**src/rtl/uart_rx_autobaud_ctrl.sv**
```systemverilog
// uart_rx_autobaud_ctrl: sweeps receiver baud candidates 7..0 until a repeated sync byte locks one, then forwards good bytes; define AUTOBAUD_RELOCK_EN to drop lock after ERR_LIMIT consecutive bad frames
module uart_rx_autobaud_ctrl #(
  parameter logic [7:0] SYNC_BYTE   = 8'h55,
  parameter int         MATCH_COUNT = 2,
  parameter int         TIMEOUT     = 5000000,
  parameter int         SETTLE_CYC  = 16,
  parameter int         MAX_PASSES  = 3,
  parameter int         ERR_LIMIT   = 4
) (
  input  logic       clk,
  input  logic       reset,
  input  logic       start,
  input  logic       abort,
  input  logic [7:0] Rx_DATA,
  input  logic       Rx_VALID,
  input  logic       Rx_FERROR,
  input  logic       Rx_PERROR,
  output logic [2:0] baud_select,
  output logic       Rx_EN,
  output logic       busy,
  output logic       locked,
  output logic       fail,
  output logic [7:0] data_out,
  output logic       data_valid
);
  typedef enum logic [2:0] {S_IDLE, S_SETTLE, S_LISTEN, S_LOCKED, S_FAIL} state_t;
  state_t      r_state, w_state_nx;
  logic [2:0]  r_baud, w_baud_nx;
  logic [3:0]  r_pass, w_pass_nx, w_adv_pass;
  logic [3:0]  r_match, w_match_nx, w_match_inc;
  logic [31:0] r_cnt, w_cnt_nx;
  logic [7:0]  r_data;
  logic        r_dv, r_any_q;
  logic        w_any, w_event, w_good, w_sync, w_fwd;
  logic        w_wrap, w_adv_fail, w_timeout, w_restart, w_counting;
`ifdef AUTOBAUD_RELOCK_EN
  logic [7:0]  r_err, w_err_nx, w_err_inc;
  assign w_err_inc = r_err + 8'd1;
`else
  logic        w_unused_err;
  assign w_unused_err = (ERR_LIMIT == 0);
`endif
  assign w_any       = Rx_VALID | Rx_FERROR | Rx_PERROR;
  assign w_event     = w_any & ~r_any_q & Rx_EN;
  assign w_good      = w_event & Rx_VALID & ~Rx_FERROR & ~Rx_PERROR;
  assign w_sync      = w_good & (Rx_DATA == SYNC_BYTE);
  assign w_fwd       = (r_state == S_LOCKED) & w_good & ~abort;
  assign w_match_inc = r_match + 4'd1;
  assign w_wrap      = (r_baud == 3'd0);
  assign w_adv_pass  = w_wrap ? r_pass + 4'd1 : r_pass;
  assign w_adv_fail  = w_wrap && (w_adv_pass == 4'(MAX_PASSES));
  assign w_timeout   = (r_cnt >= 32'(TIMEOUT - 1));
  assign w_counting  = (r_state == S_SETTLE) || (r_state == S_LISTEN);
  assign w_restart   = start && (r_state == S_IDLE || r_state == S_LOCKED || r_state == S_FAIL);
  assign baud_select = r_baud;
  assign Rx_EN       = (r_state == S_LISTEN) || (r_state == S_LOCKED);
  assign busy        = w_counting;
  assign locked      = (r_state == S_LOCKED);
  assign fail        = (r_state == S_FAIL);
  assign data_out    = r_data;
  assign data_valid  = r_dv;
  // next state and counters: abort beats start, a sync match beats the timeout
  always_comb begin
    w_state_nx = r_state;
    w_baud_nx  = r_baud;
    w_pass_nx  = r_pass;
    w_cnt_nx   = w_counting ? r_cnt + 32'd1 : 32'd0;
    w_match_nx = r_match;
`ifdef AUTOBAUD_RELOCK_EN
    w_err_nx   = (r_state == S_LOCKED) ? r_err : 8'd0;
`endif
    if (abort) begin
      w_state_nx = S_IDLE;
    end else if (w_restart) begin
      w_state_nx = S_SETTLE;
      w_baud_nx  = 3'd7;
      w_pass_nx  = 4'd0;
      w_cnt_nx   = 32'd0;
    end else if (r_state == S_SETTLE) begin
      w_match_nx = 4'd0;
      if (r_cnt == 32'(SETTLE_CYC - 1)) begin
        w_state_nx = S_LISTEN;
        w_cnt_nx   = 32'd0;
      end
    end else if (r_state == S_LISTEN) begin
      if (w_sync) begin
        w_match_nx = w_match_inc;
        if (w_match_inc == 4'(MATCH_COUNT)) w_state_nx = S_LOCKED;
      end else if (w_event || w_timeout) begin
        w_state_nx = w_adv_fail ? S_FAIL : S_SETTLE;
        w_baud_nx  = w_wrap ? (w_adv_fail ? 3'd0 : 3'd7) : r_baud - 3'd1;
        w_pass_nx  = w_adv_pass;
        w_cnt_nx   = 32'd0;
        w_match_nx = 4'd0;
      end
    end
`ifdef AUTOBAUD_RELOCK_EN
    else if (r_state == S_LOCKED && w_event) begin
      w_err_nx = w_good ? 8'd0 : w_err_inc;
      if (!w_good && w_err_inc == 8'(ERR_LIMIT)) begin
        w_state_nx = S_SETTLE;
        w_baud_nx  = 3'd7;
        w_pass_nx  = 4'd0;
        w_cnt_nx   = 32'd0;
        w_err_nx   = 8'd0;
      end
    end
`endif
  end
  // state and search counters register
  always_ff @(posedge clk) begin
    if (reset) begin
      r_state <= S_IDLE;
      r_baud  <= 3'd7;
      r_pass  <= 4'd0;
      r_cnt   <= 32'd0;
      r_match <= 4'd0;
`ifdef AUTOBAUD_RELOCK_EN
      r_err   <= 8'd0;
`endif
    end else begin
      r_state <= w_state_nx;
      r_baud  <= w_baud_nx;
      r_pass  <= w_pass_nx;
      r_cnt   <= w_cnt_nx;
      r_match <= w_match_nx;
`ifdef AUTOBAUD_RELOCK_EN
      r_err   <= w_err_nx;
`endif
    end
  end
  // receiver flag history for edge detection and forwarded byte register
  always_ff @(posedge clk) begin
    if (reset) begin
      r_any_q <= 1'b0;
      r_dv    <= 1'b0;
      r_data  <= 8'h00;
    end else begin
      r_any_q <= w_any;
      r_dv    <= w_fwd;
      if (w_fwd) r_data <= Rx_DATA;
    end
  end
endmodule

```
**config.mk**
```make
export PLATFORM = sky130hd
export DESIGN_NAME = uart_rx_autobaud_ctrl
export DESIGN_NICKNAME = d
export VERILOG_FILES = /design/src/rtl/uart_rx_autobaud_ctrl.sv
export SDC_FILE = /design/constraint.sdc
export NUM_CORES = 1
export LEC_CHECK = 0
export CAP_MARGIN = 10
export CORE_MARGIN = 3
export CORE_UTILIZATION = 30
export CTS_BUF_LIST = sky130_fd_sc_hd__clkbuf_2 sky130_fd_sc_hd__clkbuf_4 sky130_fd_sc_hd__clkbuf_8
export DETAILED_ROUTE_END_ITERATION = 10
export GPL_TIMING_DRIVEN = 0
export SLEW_MARGIN = 20
export SYNTH_ARGS = -nofsm -noshare
export SYNTH_HDL_FRONTEND = slang
export SYNTH_SLANG_ARGS = --single-unit
```
**constraint.sdc**
```tcl
create_clock -name clk -period 2.2 [get_ports clk]
set_input_delay 0.22 -clock clk [delete_from_list [all_inputs] [get_ports clk]]
set_output_delay 0.22 -clock clk [all_outputs]
set_load 0.1 [all_outputs]
```
# --- Word level (Yosys, flattened, before mapping) ---
# Index checks and enable logic that the tools add are counted.
totals:
  regBits: 56
  input_bits: 15
  output_inout_bits: 16
  wordCells: 97
op_classes:
  add_sub_neg: 4
  magnitude_cmp: 1
  eq_ne: 14
  muxes: 33
  bitwise: 15
  reduce_logical: 21
op_table:
  columns: ["op", "n"]
  rows:
  - ["$mux W32", 8]
  - ["$mux W3", 14]
  - ["$mux W4", 10]
  - ["$add A32 B1 Y32 const B", 1]
  - ["$eq A32 B4 Y1 const B", 1]
  - ["$ge A32 B23 Y1 const B", 1]
  - ["$reduce_and A4 Y1", 3]
  - ["$add A4 B1 Y4 const B", 2]
  - ["$and A1 B1 Y1", 8]
  - ["$eq A4 B2 Y1 const B", 2]
  - ["$eq A8 B7 Y1 const B", 1]
  - ["$eq A3 B2 Y1 const B", 2]
  - ["$logic_not A3 Y1", 2]
  - ["$reduce_bool A2 Y1", 3]
  - ["$reduce_bool A3 Y1", 2]
  - ["$logic_or A1 B1 Y1", 5]
  - ["$not A1 Y1", 5]
  - ["$reduce_and A5 Y1", 1]
  - ["$ne A2 B1 Y1 const B", 2]
  - ["$ne A4 B1 Y1 const B", 1]
  - ["$reduce_bool A4 Y1", 1]
  - ["$eq A3 B1 Y1 const B", 1]
  - ["$eq A3 B3 Y1 const B", 1]
  - ["$ne A3 B1 Y1 const B", 1]
  - ["other kinds (8)", 10]

# --- Longest topological paths before layout ---
depth:
  word_depth: 13
  depth_mapped: 9
  ltp_nobuf: 7

# --- Worst setup path after synthesis ---
# OpenSTA, ideal clock, no wires.
synth_path:
  path_kind: "register -> register"
  from: "register r_state[2]"
  to: "register r_cnt[23]"
  setup_ns: 0.134
  arrival_ns: 2.890
  t_required_ns: 2.066
  path_slack_ns: -0.824
  stages_incl_launch_ff: 8
  n_path_buf: 1
  synth_period_minus_slack_ns: 3.024
  path_cell_list: "dfxtp_1 > nand2b_1 > inv_1 > and2_1 > o21ai_1 > a31oi_1 > buf_2 > nor4_1"
synth_via:
  elab_chain_cells: 12
  word_cells_on_any_way: 24
  cone_classes: "eq/ne (4); mux (8); bitwise (5); reduce/logical (7)"
synth_rtl:
  columns: ["item", "line", "rtl"]
  rows:
  - ["start: declaration", "27", "state_t r_state, w_state_nx;"]
  - ["start signal: assignment", "122", "r_state <= w_state_nx;"]
  - ["$eq A3 B2 Y1", "56", "assign Rx_EN = (r_state == S_LISTEN) || (r_state == S_LOCKED);"]
  - ["$logic_or A1 B1 Y1 *", "56", null]
  - ["named net Rx_EN", "19", "output logic Rx_EN,"]
  - ["$and A1 B1 Y1 *", "44", "assign w_event = w_any & ~r_any_q & Rx_EN;"]
  - ["$and A1 B1 Y1 (3 in a row)", "45", "assign w_good = w_event & Rx_VALID & ~Rx_FERROR & ~Rx_PERROR;"]
  - ["$and A1 B1 Y1", "46", "assign w_sync = w_good & (Rx_DATA == SYNC_BYTE);"]
  - ["$mux W32 *", "86", "if (w_sync) begin"]
  - ["$mux W32 *", "85", "end else if (r_state == S_LISTEN) begin"]
  - ["$mux W32 *", "79", "end else if (r_state == S_SETTLE) begin"]
  - ["$mux W32 *", "74", "end else if (w_restart) begin"]
  - ["$mux W32 *", "72", "if (abort) begin"]
  - ["end signal: assignment", "125", "r_cnt <= w_cnt_nx;"]
  - ["end: declaration", "31", "logic [31:0] r_cnt, w_cnt_nx;"]
# The timed path passes the listed nets; every way through them passes the cells marked *.
# A chain may end at the register's enable or synchronous reset.

# --- Worst setup path after layout ---
layout_path:
  from: "register r_cnt[0]"
  to: "register r_pass[3]"
layout_via:
  elab_chain_cells: 4
layout_rtl:
  columns: ["item", "line", "rtl"]
  rows:
  - ["$ge A32 B23 Y1", "52", "assign w_timeout = (r_cnt >= 32'(TIMEOUT - 1));"]
  - ["$logic_or A1 B1 Y1", "89", "end else if (w_event || w_timeout) begin"]
  - ["$reduce_bool A2 Y1 (no source line)", null, null]
  - ["$reduce_and A5 Y1 (no source line)", null, null]
  - ["end signal: assignment", "124", "r_pass <= w_pass_nx;"]
  - ["end: declaration", "29", "logic [3:0] r_pass, w_pass_nx, w_adv_pass;"]
# No other way between the ends.

==> key figures <==
Worst setup path
  – Setup slack, reg-to-reg: -0.1 ns
  – R2r endpoint: r_pass[3]
  – CP top delay family: compound AO/OA/AOI/OAI gates
  – R2R cell count: 7
  – Critical Path AT: between 2 and 3 ns
  – Critical path data required time: 2.46 ns
  – Startpoint types: flop
  – Max incr delay on CP: 0.51 ns
  – CP bufs+invs: 0
  – Critical Path End Type: flop
  – Crit Path Max Fanout: 4
  – CP max-delay cell: a2111o_1
  – Crit path kind: flop to flop
  – FF-to-FF Start: r_cnt[0]
  – CP Cell Sequence: ha_4 > and3_4 > nand3_4 > a2111o_1 > a211o_1 > or4_1 > a31oi_1

Synthesis
  – Yosys warnings: 0
  – Netlist cell types: 53
  – Syn Area/Cell: 8.56 um2
  – Synthesized net count: 362
  – Top-area cell type share of the netlist area: 0.384
  – Synth area leader: dfxtp_1
  – Yosys reg bits: 56
  – Ranking of synthesized cells by area: dfxtp_1 (38%), nor4_1 (7.7%), xor2_1 (7.2%)
  – Synthesized cell area: approximately 3000 um2
  – Register area share after synthesis: 0.384
  – EDFF count, synth: 0
  – Cells after Synth: 341
  – Post-synth ARST share: 0
  – Ys flop type: dfxtp_1

STA
  – Peak Freq: 0.435 GHz
  – Max Slew Vio Count: 0
  – Setup violations, final: 34
  – Final Hold Viols: 0
  – Worst setup margin: -0.0969 ns
  – Final Cycle Share: 1.04
  – Slew HR: 0.291
  – RSZ-0062 raised after global routing: true
  – Clock Skews: ~0.015 ns
  – Worst Tran Pin Value: 1.06 ns
  – Fin crit period: between 2 and 2.5 ns

CTS
  – CTS root buffer: clkbuf_8
  – Clk slew on worst S/H paths: between 0.1 and 0.15 ns
  – Num Clock Sinks: 56
  – Clock Latency Late Sink: 0.32 ns
  – Total CTS buffers: 5
  – Max Buffers Root-to-Sink: 2
  – H-tree Lvls: 2
  – CTS tree: yes

Outcome
  – Failing checks: setup timing
  – Outcome: finished, violations left

Place
  – Placed cell count: 499
  – Dpl hpwl: 5310 um
  – PortBufs: 29
  – Gpl congestion: a little over 0.8
  – DP Area: 3420 um2

Floorplan
  – Initial core utilization: 0.313
  – Core Box Area: 9330 um2
  – Die height: ~100 um
  – Die W: 105 um
  – Boundary Pins: 31
  – Std cell rows: 35
  – Die ar.: between 10000 and 15000 um2

GRT
  – Overall routing resource usage: 0.142
  – Largest net degree at the start of global routing: 18
  – First-pass GRT wire length: ~13000 um
  – Vias in the first global route: 2672
  – Initial antenna violation count: 0
  – Grt ovf: 0

Worst hold path
  – HP Class: input pin to flop
  – Hold path cells: 3
  – Hold Startpoint: reset
  – Hold EP: r_pass[0]

Finish
  – Share of post-route cells with drive strength above 1: 0.253
  – Post-route insts no fill: between 500 and 600
  – NumNets Final: 415
  – Number of fill cells in the layout: 884
  – Area delta synth->final: 44.1%
  – Final Util: 0.451
  – Fin area: 4200 um2
  – Diode count: 0

Route
  – Final ANT Viol Nets: 0
  – DR pass1 iterations: 4
  – Via count: approximately 2800
  – DRC violations left: 0
  – Final wirelength: 8150 um
  – Vias/cell: 5.43
  – Routed len/inst: between 15 and 20 um
  – Initial DRC Count: 115

Pwr
  – PD cells: 458 nW/um2
  – Max VDD drop: 221 uV
  – Total chip power: 1930 uW
  – Leakage: 0.00143 uW

Run
  – Max-cap violations: 0
==> logic make-up after synthesis <==
| group | after synthesis | synth area share |
|---|---|---|
| AO/OA/AOI/OAI | 43 | 0.105 |
| buffers and inverters | 29 | 0.0399 |
| AND/OR/NAND/NOR | 163 | 0.307 |
| multiplexers | 11 | 0.0386 |
| flip-flops | 56 | 0.384 |
| XOR/XNOR | 33 | 0.0991 |
| adder cells (fa/ha/maj) | 6 | 0.0257 |
==> synthesized netlist by cell type, drive strengths merged (3+ instances only) <==
library cell,instances
buf,7
clkbuf,14
and4,3
or3,3
xnor2,9
a21oi,13
nor2,30
and3,11
dfxtp,56
nor2b,3
a211o,3
ha,6
nand2,19
nor3,13
o211ai,3
xor2,24
mux2i,9
nor4,36
nand4,15
a31oi,3
nand3,18
o21ai,3
nor3b,4
inv,8
==> cell usage in the layout, fill, tap and decap left out, types with 3 or more instances in the layout <==
cell type	n
o211ai_1	3
nand2_1	18
nor4_1	7
dfxtp_1	49
nor2_1	27
a21oi_1	12
nand3_1	17
dfxtp_2	6
ha_1	5
buf_4	11
buf_8	4
xnor2_1	9
and3_1	10
nand4_1	15
buf_2	3
buf_6	4
clkdlybuf4s50_1	25
nor3_1	11
mux2i_1	9
inv_1	7
nor4_2	12
nor4_4	17
xor2_1	24
clkbuf_8	6
clkbuf_1	10
nor3b_1	3
nor2b_1	3
or3_1	3
==> cell type report <==
class | instances | area, um2 | share of cell area
flip-flops and latches | 56 | 1130 | 0.269
multi-input cells | 256 | 2140 | 0.510
repair buffers | 48 | 497 | 0.118
inverters | 8 | 33.8 | 0.00804
plain buffers | 19 | 114 | 0.0271
well taps | 129 | 161 | 0.0384
clock buffers | 6 | 82.6 | 0.0196
clock inverters | 2 | 38.8 | 0.00923
==> what timing repair did <==
action                     in CTS  in global routing
pin swaps                       6                 30
gates resized for setup        36                 67
hold buffers                    0                  0
setup endpoints to repair      38                 42
gates cloned                    2                  1
buffers inserted               13                  3
==> metrics by stage <==
step	setup WS, ns	hold slack [ns]	TNS (ns)
after detailed placement	-0.679	0.478	-17.37
after CTS	-0.100	0.364	-0.186
after global placement	-0.702	0.460	-15.15
final	-0.0969	0.357	-1.44
after floorplan	0.00633	0.350	0
after global routing	-0.201	0.353	-4.97
==> sequential cells by signal, summed over array words and instances (netlist names) <==
signal       count
r_any_q          1
r_cnt           32
data_out         8
r_state          3
data_valid       1
baud_select      3
r_match          4
r_pass           4
==> worst reg2reg max path: stages, from the launching register on <==
cell and delay, ns:
dfxtp_4 0.38, ha_4 0.13, and3_4 0.19, nand3_4 0.08, a2111o_1 0.51, a211o_1 0.33, or4_1 0.48, a31oi_1 0.14
==> worst max-delay path by stage <==
stage / startpoint / endpoint / slack (ns) / cells after the start
final: r_cnt[0] / r_pass[3] / -0.1 / 7
after detailed placement: r_state[0] / busy / -0.68 / 5
after global routing: r_cnt[15] / r_pass[3] / -0.20 / 6
after CTS: r_cnt[0] / r_pass[3] / -0.10 / 7
after global placement: r_state[0] / busy / -0.70 / 5
after floorplan: r_cnt[1] / r_pass[3] / 0.006 / 7
==> power by group <==
| part | switching, uW | total, uW | internal (uW) |
|---|---|---|---|
| clock network | 353 | 726 | 373 |
| logic | 114 | 183 | 69.0 |
| registers | 3.03 | 1020 | 1010 |
==> per-layer routing <==
| metal | share of wire | up-vias | GRT usage |
|---|---|---|---|
| li1 | - | 1382 | - |
| met1 | 0.43 | 1370 | 0.186 |
| met2 | 0.50 | 81 | 0.232 |
| met3 | 0.062 | 12 | 0.0340 |
| met4 | 0.0096 | 0 | 0.0403 |
| met5 | 0 | - | 0 |
Note: power is estimated with default switching activity, not from simulation.
